--- config.mk ---
export PLATFORM = sky130hd
export DESIGN_NAME = tag_lookup_ctrl
export DESIGN_NICKNAME = d
export VERILOG_FILES = /design/src/rtl/tag_ctrl_pkg.sv /design/src/rtl/tag_init_sweep.sv /design/src/rtl/tag_lookup_ctrl.sv
export SDC_FILE = /design/constraint.sdc
export NUM_CORES = 1
export LEC_CHECK = 0
export CAP_MARGIN = 30
export CORE_AREA = 2 2 60 119
export DETAILED_ROUTE_END_ITERATION = 10
export DIE_AREA = 0 0 62 121
export GPL_ROUTABILITY_DRIVEN = 0
export GPL_TIMING_DRIVEN = 0
export HOLD_SLACK_MARGIN = 0.15
export PLACE_DENSITY_LB_ADDON = 0.1
export SYNTH_ARGS = -nofsm -noshare
export SYNTH_HDL_FRONTEND = slang
export SYNTH_SLANG_ARGS = --single-unit
--- constraint.sdc ---
create_clock -name clock -period 4.2 [get_ports clock]
set_clock_uncertainty 0.05 [all_clocks]
set_input_delay 0.63 -clock clock [delete_from_list [all_inputs] [get_ports clock]]
set_output_delay 0.63 -clock clock [all_outputs]
set_load 0.02 [all_outputs]
--- src/rtl/tag_ctrl_pkg.sv ---
// Shared definitions for the tag lookup controller.
//   state_e        : controller FSM states
//   tag_width()    : tag field width for a given RAM word width
//   valid_bit()    : position of the valid flag in a RAM word
package tag_ctrl_pkg;

  typedef enum logic [2:0] {
    StInit,
    StIdle,
    StRd,
    StCmp,
    StWr
  } state_e;

  // RAM word layout: {valid, tag}; the valid flag is the MSB.
  function automatic int unsigned tag_width(input int unsigned dwidth);
    return dwidth - 1;
  endfunction

  function automatic int unsigned valid_bit(input int unsigned dwidth);
    return dwidth - 1;
  endfunction

endpackage

--- src/rtl/tag_init_sweep.sv ---
// Address sweep counter used to clear the tag RAM.
//   clock, reset : rising-edge clock, synchronous active-high reset
//   start        : high while the controller is sweeping
//   restart      : restart the sweep from address 0
//   addr, we     : address to write and write enable for this cycle
//   done         : last sweep cycle; controller leaves the sweep next cycle
// The count runs one step past the last address so the registered RAM
// outputs of the final write line up with the last sweep cycle.
module tag_init_sweep
  import tag_ctrl_pkg::*;
#(
  parameter int unsigned AWIDTH = 3
) (
  input  logic              clock,
  input  logic              reset,
  input  logic              start,
  input  logic              restart,
  output logic [AWIDTH-1:0] addr,
  output logic              we,
  output logic              done
);

  logic [AWIDTH:0] count_q, count_d;

  assign addr = count_q[AWIDTH-1:0];
  assign we   = start & ~count_q[AWIDTH];
  assign done = start & ~restart & count_q[AWIDTH];

  always_comb begin
    count_d = count_q;
    if (!start || restart || done) begin
      count_d = '0;
    end else begin
      count_d = count_q + {{AWIDTH{1'b0}}, 1'b1};
    end
  end

  always_ff @(posedge clock) begin
    if (reset) begin
      count_q <= '0;
    end else begin
      count_q <= count_d;
    end
  end

endmodule

--- src/rtl/tag_lookup_ctrl.sv ---
// Tag RAM controller: clears the RAM after reset or invalidate, services tag
// fills and 3-cycle lookups against a single-port synchronous-read RAM.
//   clock, reset                  : rising-edge clock, synchronous reset
//   req_valid/ready/index/tag     : lookup request
//   rsp_valid, rsp_hit            : one-cycle lookup result
//   fill_valid/ready/index/tag    : tag write request
//   inv_all                       : invalidate every entry (pulse)
//   init_done                     : no sweep active
//   ram_addr/din/we, ram_dout     : tag RAM port (all outputs registered)
module tag_lookup_ctrl
  import tag_ctrl_pkg::*;
#(
  parameter int unsigned AWIDTH = 3,
  parameter int unsigned DWIDTH = 14,
  localparam int unsigned TWIDTH = tag_width(DWIDTH)
) (
  input  logic              clock,
  input  logic              reset,
  input  logic              req_valid,
  output logic              req_ready,
  input  logic [AWIDTH-1:0] req_index,
  input  logic [TWIDTH-1:0] req_tag,
  output logic              rsp_valid,
  output logic              rsp_hit,
  input  logic              fill_valid,
  output logic              fill_ready,
  input  logic [AWIDTH-1:0] fill_index,
  input  logic [TWIDTH-1:0] fill_tag,
  input  logic              inv_all,
  output logic              init_done,
  output logic [AWIDTH-1:0] ram_addr,
  output logic [DWIDTH-1:0] ram_din,
  output logic              ram_we,
  input  logic [DWIDTH-1:0] ram_dout
);

  localparam int unsigned VB = valid_bit(DWIDTH);

  state_e            state_q, state_d;
  logic              inv_pending_q, inv_pending_d;
  logic              init_done_q, init_done_d;
  logic [TWIDTH-1:0] tag_q, tag_d;
  logic              rsp_valid_q, rsp_valid_d;
  logic              rsp_hit_q, rsp_hit_d;
  logic [AWIDTH-1:0] ram_addr_q, ram_addr_d;
  logic [DWIDTH-1:0] ram_din_q, ram_din_d;
  logic              ram_we_q, ram_we_d;

  logic              sweep_start, sweep_restart, sweep_we, sweep_done;
  logic [AWIDTH-1:0] sweep_addr;
  logic              idle_free;

  assign idle_free  = (state_q == StIdle) & init_done_q & ~inv_pending_q;
  assign fill_ready = idle_free;
  assign req_ready  = idle_free & ~fill_valid;

  assign sweep_start   = (state_q == StInit);
  assign sweep_restart = sweep_start & inv_all;

  tag_init_sweep #(
    .AWIDTH (AWIDTH)
  ) u_sweep (
    .clock   (clock),
    .reset   (reset),
    .start   (sweep_start),
    .restart (sweep_restart),
    .addr    (sweep_addr),
    .we      (sweep_we),
    .done    (sweep_done)
  );

  always_comb begin
    state_d       = state_q;
    inv_pending_d = inv_pending_q | inv_all;
    init_done_d   = init_done_q;
    tag_d         = tag_q;
    rsp_valid_d   = 1'b0;
    rsp_hit_d     = 1'b0;
    ram_addr_d    = ram_addr_q;
    ram_din_d     = ram_din_q;
    ram_we_d      = 1'b0;

    unique case (state_q)
      StInit: begin
        // Invalidates arriving mid-sweep restart it rather than queueing.
        inv_pending_d = 1'b0;
        ram_addr_d    = sweep_addr;
        ram_din_d     = '0;
        ram_we_d      = sweep_we;
        if (sweep_done) begin
          state_d     = StIdle;
          init_done_d = 1'b1;
        end
      end
      StIdle: begin
        if (inv_pending_q) begin
          state_d       = StInit;
          inv_pending_d = 1'b0;
          init_done_d   = 1'b0;
        end else if (fill_valid && fill_ready) begin
          state_d    = StWr;
          ram_addr_d = fill_index;
          ram_din_d  = {1'b1, fill_tag};
          ram_we_d   = 1'b1;
        end else if (req_valid && req_ready) begin
          state_d    = StRd;
          ram_addr_d = req_index;
          tag_d      = req_tag;
        end
      end
      StRd: begin
        state_d = StCmp;
      end
      StCmp: begin
        state_d     = StIdle;
        rsp_valid_d = 1'b1;
        rsp_hit_d   = ram_dout[VB] & (ram_dout[TWIDTH-1:0] == tag_q);
      end
      StWr: begin
        state_d = StIdle;
      end
      default: begin
        state_d = StInit;
      end
    endcase
  end

  always_ff @(posedge clock) begin
    if (reset) begin
      state_q       <= StInit;
      inv_pending_q <= 1'b0;
      init_done_q   <= 1'b0;
      tag_q         <= '0;
      rsp_valid_q   <= 1'b0;
      rsp_hit_q     <= 1'b0;
      ram_addr_q    <= '0;
      ram_din_q     <= '0;
      ram_we_q      <= 1'b0;
    end else begin
      state_q       <= state_d;
      inv_pending_q <= inv_pending_d;
      init_done_q   <= init_done_d;
      tag_q         <= tag_d;
      rsp_valid_q   <= rsp_valid_d;
      rsp_hit_q     <= rsp_hit_d;
      ram_addr_q    <= ram_addr_d;
      ram_din_q     <= ram_din_d;
      ram_we_q      <= ram_we_d;
    end
  end

  assign init_done = init_done_q;
  assign rsp_valid = rsp_valid_q;
  assign rsp_hit   = rsp_hit_q;
  assign ram_addr  = ram_addr_q;
  assign ram_din   = ram_din_q;
  assign ram_we    = ram_we_q;

endmodule

==> results, run 1 <==
- The clock-pin transition on the worst setup and hold timing paths is 0.06 ns.
- The initial antenna violation count came to 0.
- The total wire length after detailed routing is 6220 um.
- After detailed routing, the average wire length per cell comes to 15.1 um.
- The die is 62 um wide.
- The final antenna-violating net count is 0.
- The layout cell share with drive strength beyond 1 is 5.26%.
- The number of global-route vias before repair is 2057.
- The cell at the root of the clock tree is sky130_fd_sc_hd__clkbuf_16.
- Adding up every negative setup slack in the final design gives 0 ns.
- The largest fanout on the critical path is 10.
- Together, buffers and inverters on the worst path number 3.
- The count of H-tree levels built during CTS is 2.
- The largest stage delay on the critical path is 0.64 ns.
- Summed over all layers, the global routing overflow is 0.
- The cell family contributing the most delay on the critical path is buffers and inverters.
- The area of the die is 7500 um^2.
- STA classifies the critical path startpoint as a register.
- Leaving out fill and tap cells, the most frequent cells in the layout are 73 x sky130_fd_sc_hd__clkdlybuf4s50_1, 42 x sky130_fd_sc_hd__dfxtp_1, 27 x sky130_fd_sc_hd__nand3_1, 20 x sky130_fd_sc_hd__a21oi_1, 18 x sky130_fd_sc_hd__o21ai_0.
- The count of synthesis-stage warnings from yosys is 0.
- The flip-flop cell with the highest count after synthesis is sky130_fd_sc_hd__dfxtp_1.
- The category of the most critical setup path is reg2out.
- The tool flagged a number of max-cap violations equal to 0.
- The analysis attributes to cell leakage a power of 0.950 nW.
- For this run, the register share of the synthesized area comes to 42.1%.
- Among the stages of the critical path, the cell type that occurs most often is sky130_fd_sc_hd__clkbuf_1.
- The first TritonRoute pass finished after 4 iterations.
- The timing startpoint of the critical path is state_q[0].
- Synthesis inferred 42 register bits.
- The die extent in y is 121 um.
- The share of flip-flops with an asynchronous set or reset after synthesis is 0%.
- The number of clock buffers inserted by TritonCTS is 5.
- The worst ir drop on vdd is 0.171 mV.
- Setup violations remaining at the end of the flow were counted as 0.
- The first global-routing pass estimated 9660 um of wire.
- After detailed placement, the total cell area comes to 2840 um^2.
- The leading cell type in the layout, fill and taps excluded is sky130_fd_sc_hd__clkdlybuf4s50_1.
- Counting every instance in the synthesized netlist gives 242.
- The arrival time reported for the critical path endpoint is 2.38 ns.
- The total routing resource utilization after global routing is 17.3%.
- The worst register-to-register path begins at inv_pending_q.
- The type of the tightest min-delay check is reg2reg.
- The kind of end point of the critical path is a primary output.
- The number of setup buffers added after CTS is 0.
- The longest clock path from root to sink contains 2 buffers.
- Cells fill 45.4% of the core in the end.
- The number of nets produced by synthesis is 294.
- Setup repair after global routing left no endpoint under its margin.
- The clock tree from TritonCTS is built.
- Dividing total power by cell area gives a power density of 298 nW/um^2.
- The worst path uses 72.8% of the clock period.
- The highest achievable clock rate is 327 MHz.
- The quantity of hold-fixing buffers added after cts is 0.
- The flow ran to the end, and the final reports show no timing, DRC or antenna violations.
- For the worst-skew pair, the clock arrives at the later sink with an insertion delay of 0.28 ns.
- Port buffering added 73 buffers.
- The number of distinct library cell variants in the gate-level netlist after synthesis is 39.
- The detailed router placed 2073 vias in this run.
- The number of hold-slack violations in the final timing report is 0.
- Traced cell by cell, the critical path runs through or3b_1 > clkbuf_1 > clkbuf_1 > nor3_1 > clkdlybuf4s50_1.
- After routing the design area is 2980 um^2.
- After detailed routing, the number of vias per cell comes to 5.04.
- Once the floorplan was initialized, standard cells occupied 30.4% of the core.
- After the last flow step, the layout net total stands at 374.
- The worst path in the final design needs a cycle of 3.06 ns, including I/O delays and setup.
- The largest individual stage delay along the critical path comes from the cell sky130_fd_sc_hd__clkdlybuf4s50_1.
- The mean post-synth cell area is 8.25 um^2.
- Entering global routing, the biggest net connects 13 pins.
- The antenna cell count is 0.
- After floorplanning, the core was sized to cover 6570 um^2.
- The final max-slew violation count is 0.
- The wire-length estimate of the detail-placed layout is 4720 um.
- Summing every instance area after synthesis gives 2000 um^2.
- The startpoint of the most critical hold path is ram_addr[0].
- The number of violations reported at the end of detailed-routing iteration 0 is 46.
- For the pin with the worst max-slew slack, the measured transition is 0.646 ns.
- Clock tree synthesis found a total of 42 sinks.
- For this run, design rule violations remaining after detail routing come to 0.
- The top-level port count is 74.
- Overall power consumption after layout is estimated at 888 uW.
- The normalized max-slew margin is 56.9%.
- The area overhead of the layout relative to synthesis is 49.5%.
- The initialized floorplan defines 42 standard-cell rows.
- STA puts the critical path data required time at 3.52 ns.
- Across all hold checks on the routed design, the worst slack comes to 0.408 ns.
- The number of gates resized after CTS is 0.
- The number of enable flip-flop cells after synthesis is 0.
## registers in the layout (all words and copies together), names as in the netlist
| register | flops |
|---|---|
| init_done | 1 |
| inv_pending_q | 1 |
| ram_addr | 3 |
| ram_din | 14 |
| ram_we | 1 |
| rsp_hit | 1 |
| rsp_valid | 1 |
| state_q | 3 |
| tag_q | 13 |
| u_sweep.count_q | 4 |
## area by class of cell
| class | instances | area (um^2) |
|---|---|---|
| tap | 88 | 110 |
| inverter | 5 | 18.8 |
| buffer | 23 | 109 |
| clock inverter | 1 | 5.00 |
| clock buffer | 7 | 143 |
| timing repair buffer | 73 | 731 |
| sequential | 42 | 841 |
| fill | 689 | 3580 |
| multi-input combinational | 172 | 1030 |
## routing by layer
metal / global-route usage, % / wire (um) / vias up / part of all wire (%)
met5: 0 / 0 / - / 0
met4: 5.98 / 93 / 0 / 1.5
met3: 4.16 / 383 / 6 / 6.2
met2: 32.8 / 3510 / 61 / 56
met1: 16.6 / 2230 / 965 / 36
li1: - / - / 1041 / -
## synthesized netlist by cell type (all sizes together), types with 5 or more instances
library cell	instances	area, um^2
o21ai	19	95.1
xnor2	14	123
nand4	15	93.8
nor2	10	37.5
nor3	7	35.0
clkbuf	13	48.8
nand3	27	135
a31oi	12	75.1
dfxtp	42	841
buf	10	60.1
inv	5	18.8
nand2	16	60.1
a21oi	20	100
## path summary, 6_finish.rpt
| kind | end | slack [ns] | depth (start not counted) |
|---|---|---|---|
| setup / recovery | req_ready | 1.14 | 5 |
| hold / removal | ram_addr[0] | 0.41 | 2 |
| setup reg to reg | tag_q[1] | 2.44 | 5 |
| hold reg to reg | ram_addr[0] | 0.41 | 2 |
## report_power, final
part | switching, mW | internal (mW) | leakage (nW)
clock network | 0.156 | 0.236 | 0.0739
registers | 0.00181 | 0.401 | 0.339
logic | 0.0370 | 0.0561 | 0.537
## cell families after synthesis
logic type      share of synthesized area [%]
simple gates                             26.7
xor+xnor                                 6.14
fa+ha+maj                               0.627
flops                                    42.1
compound gates                           18.0
buf+inv                                  6.40
## stage by stage
step                setup slack [ns]  cells
floorplan                       2.02    242
global placement                1.44    403
detailed placement              1.44    403
CTS                             1.12    411
global route                   0.976    411
finish                          1.14    411
## worst min-delay path: stages (launching register included)
cell,delay (ns)
sky130_fd_sc_hd__dfxtp_1,0.31
sky130_fd_sc_hd__inv_1,0.05
sky130_fd_sc_hd__o32ai_1,0.05
Power figures use the tool's default switching activity.
==> inputs of run 2 (changes only) <==
Clock period 4.2 ns to 3.1 ns, I/O delays scaled along.
==> results of run 2 <==
The final DEF is identical to that of run 1. Status: complete, no violations.
Among the figures that moved: setup slack after placement 1.44 ns -> 0.507 ns; setup slack after layout 1.14 ns -> 0.209 ns; register-to-register setup slack 2.44 ns -> 1.34 ns; total power 0.888 mW -> 1.20 mW; worst IR drop on VDD 0.171 mV -> 0.232 mV
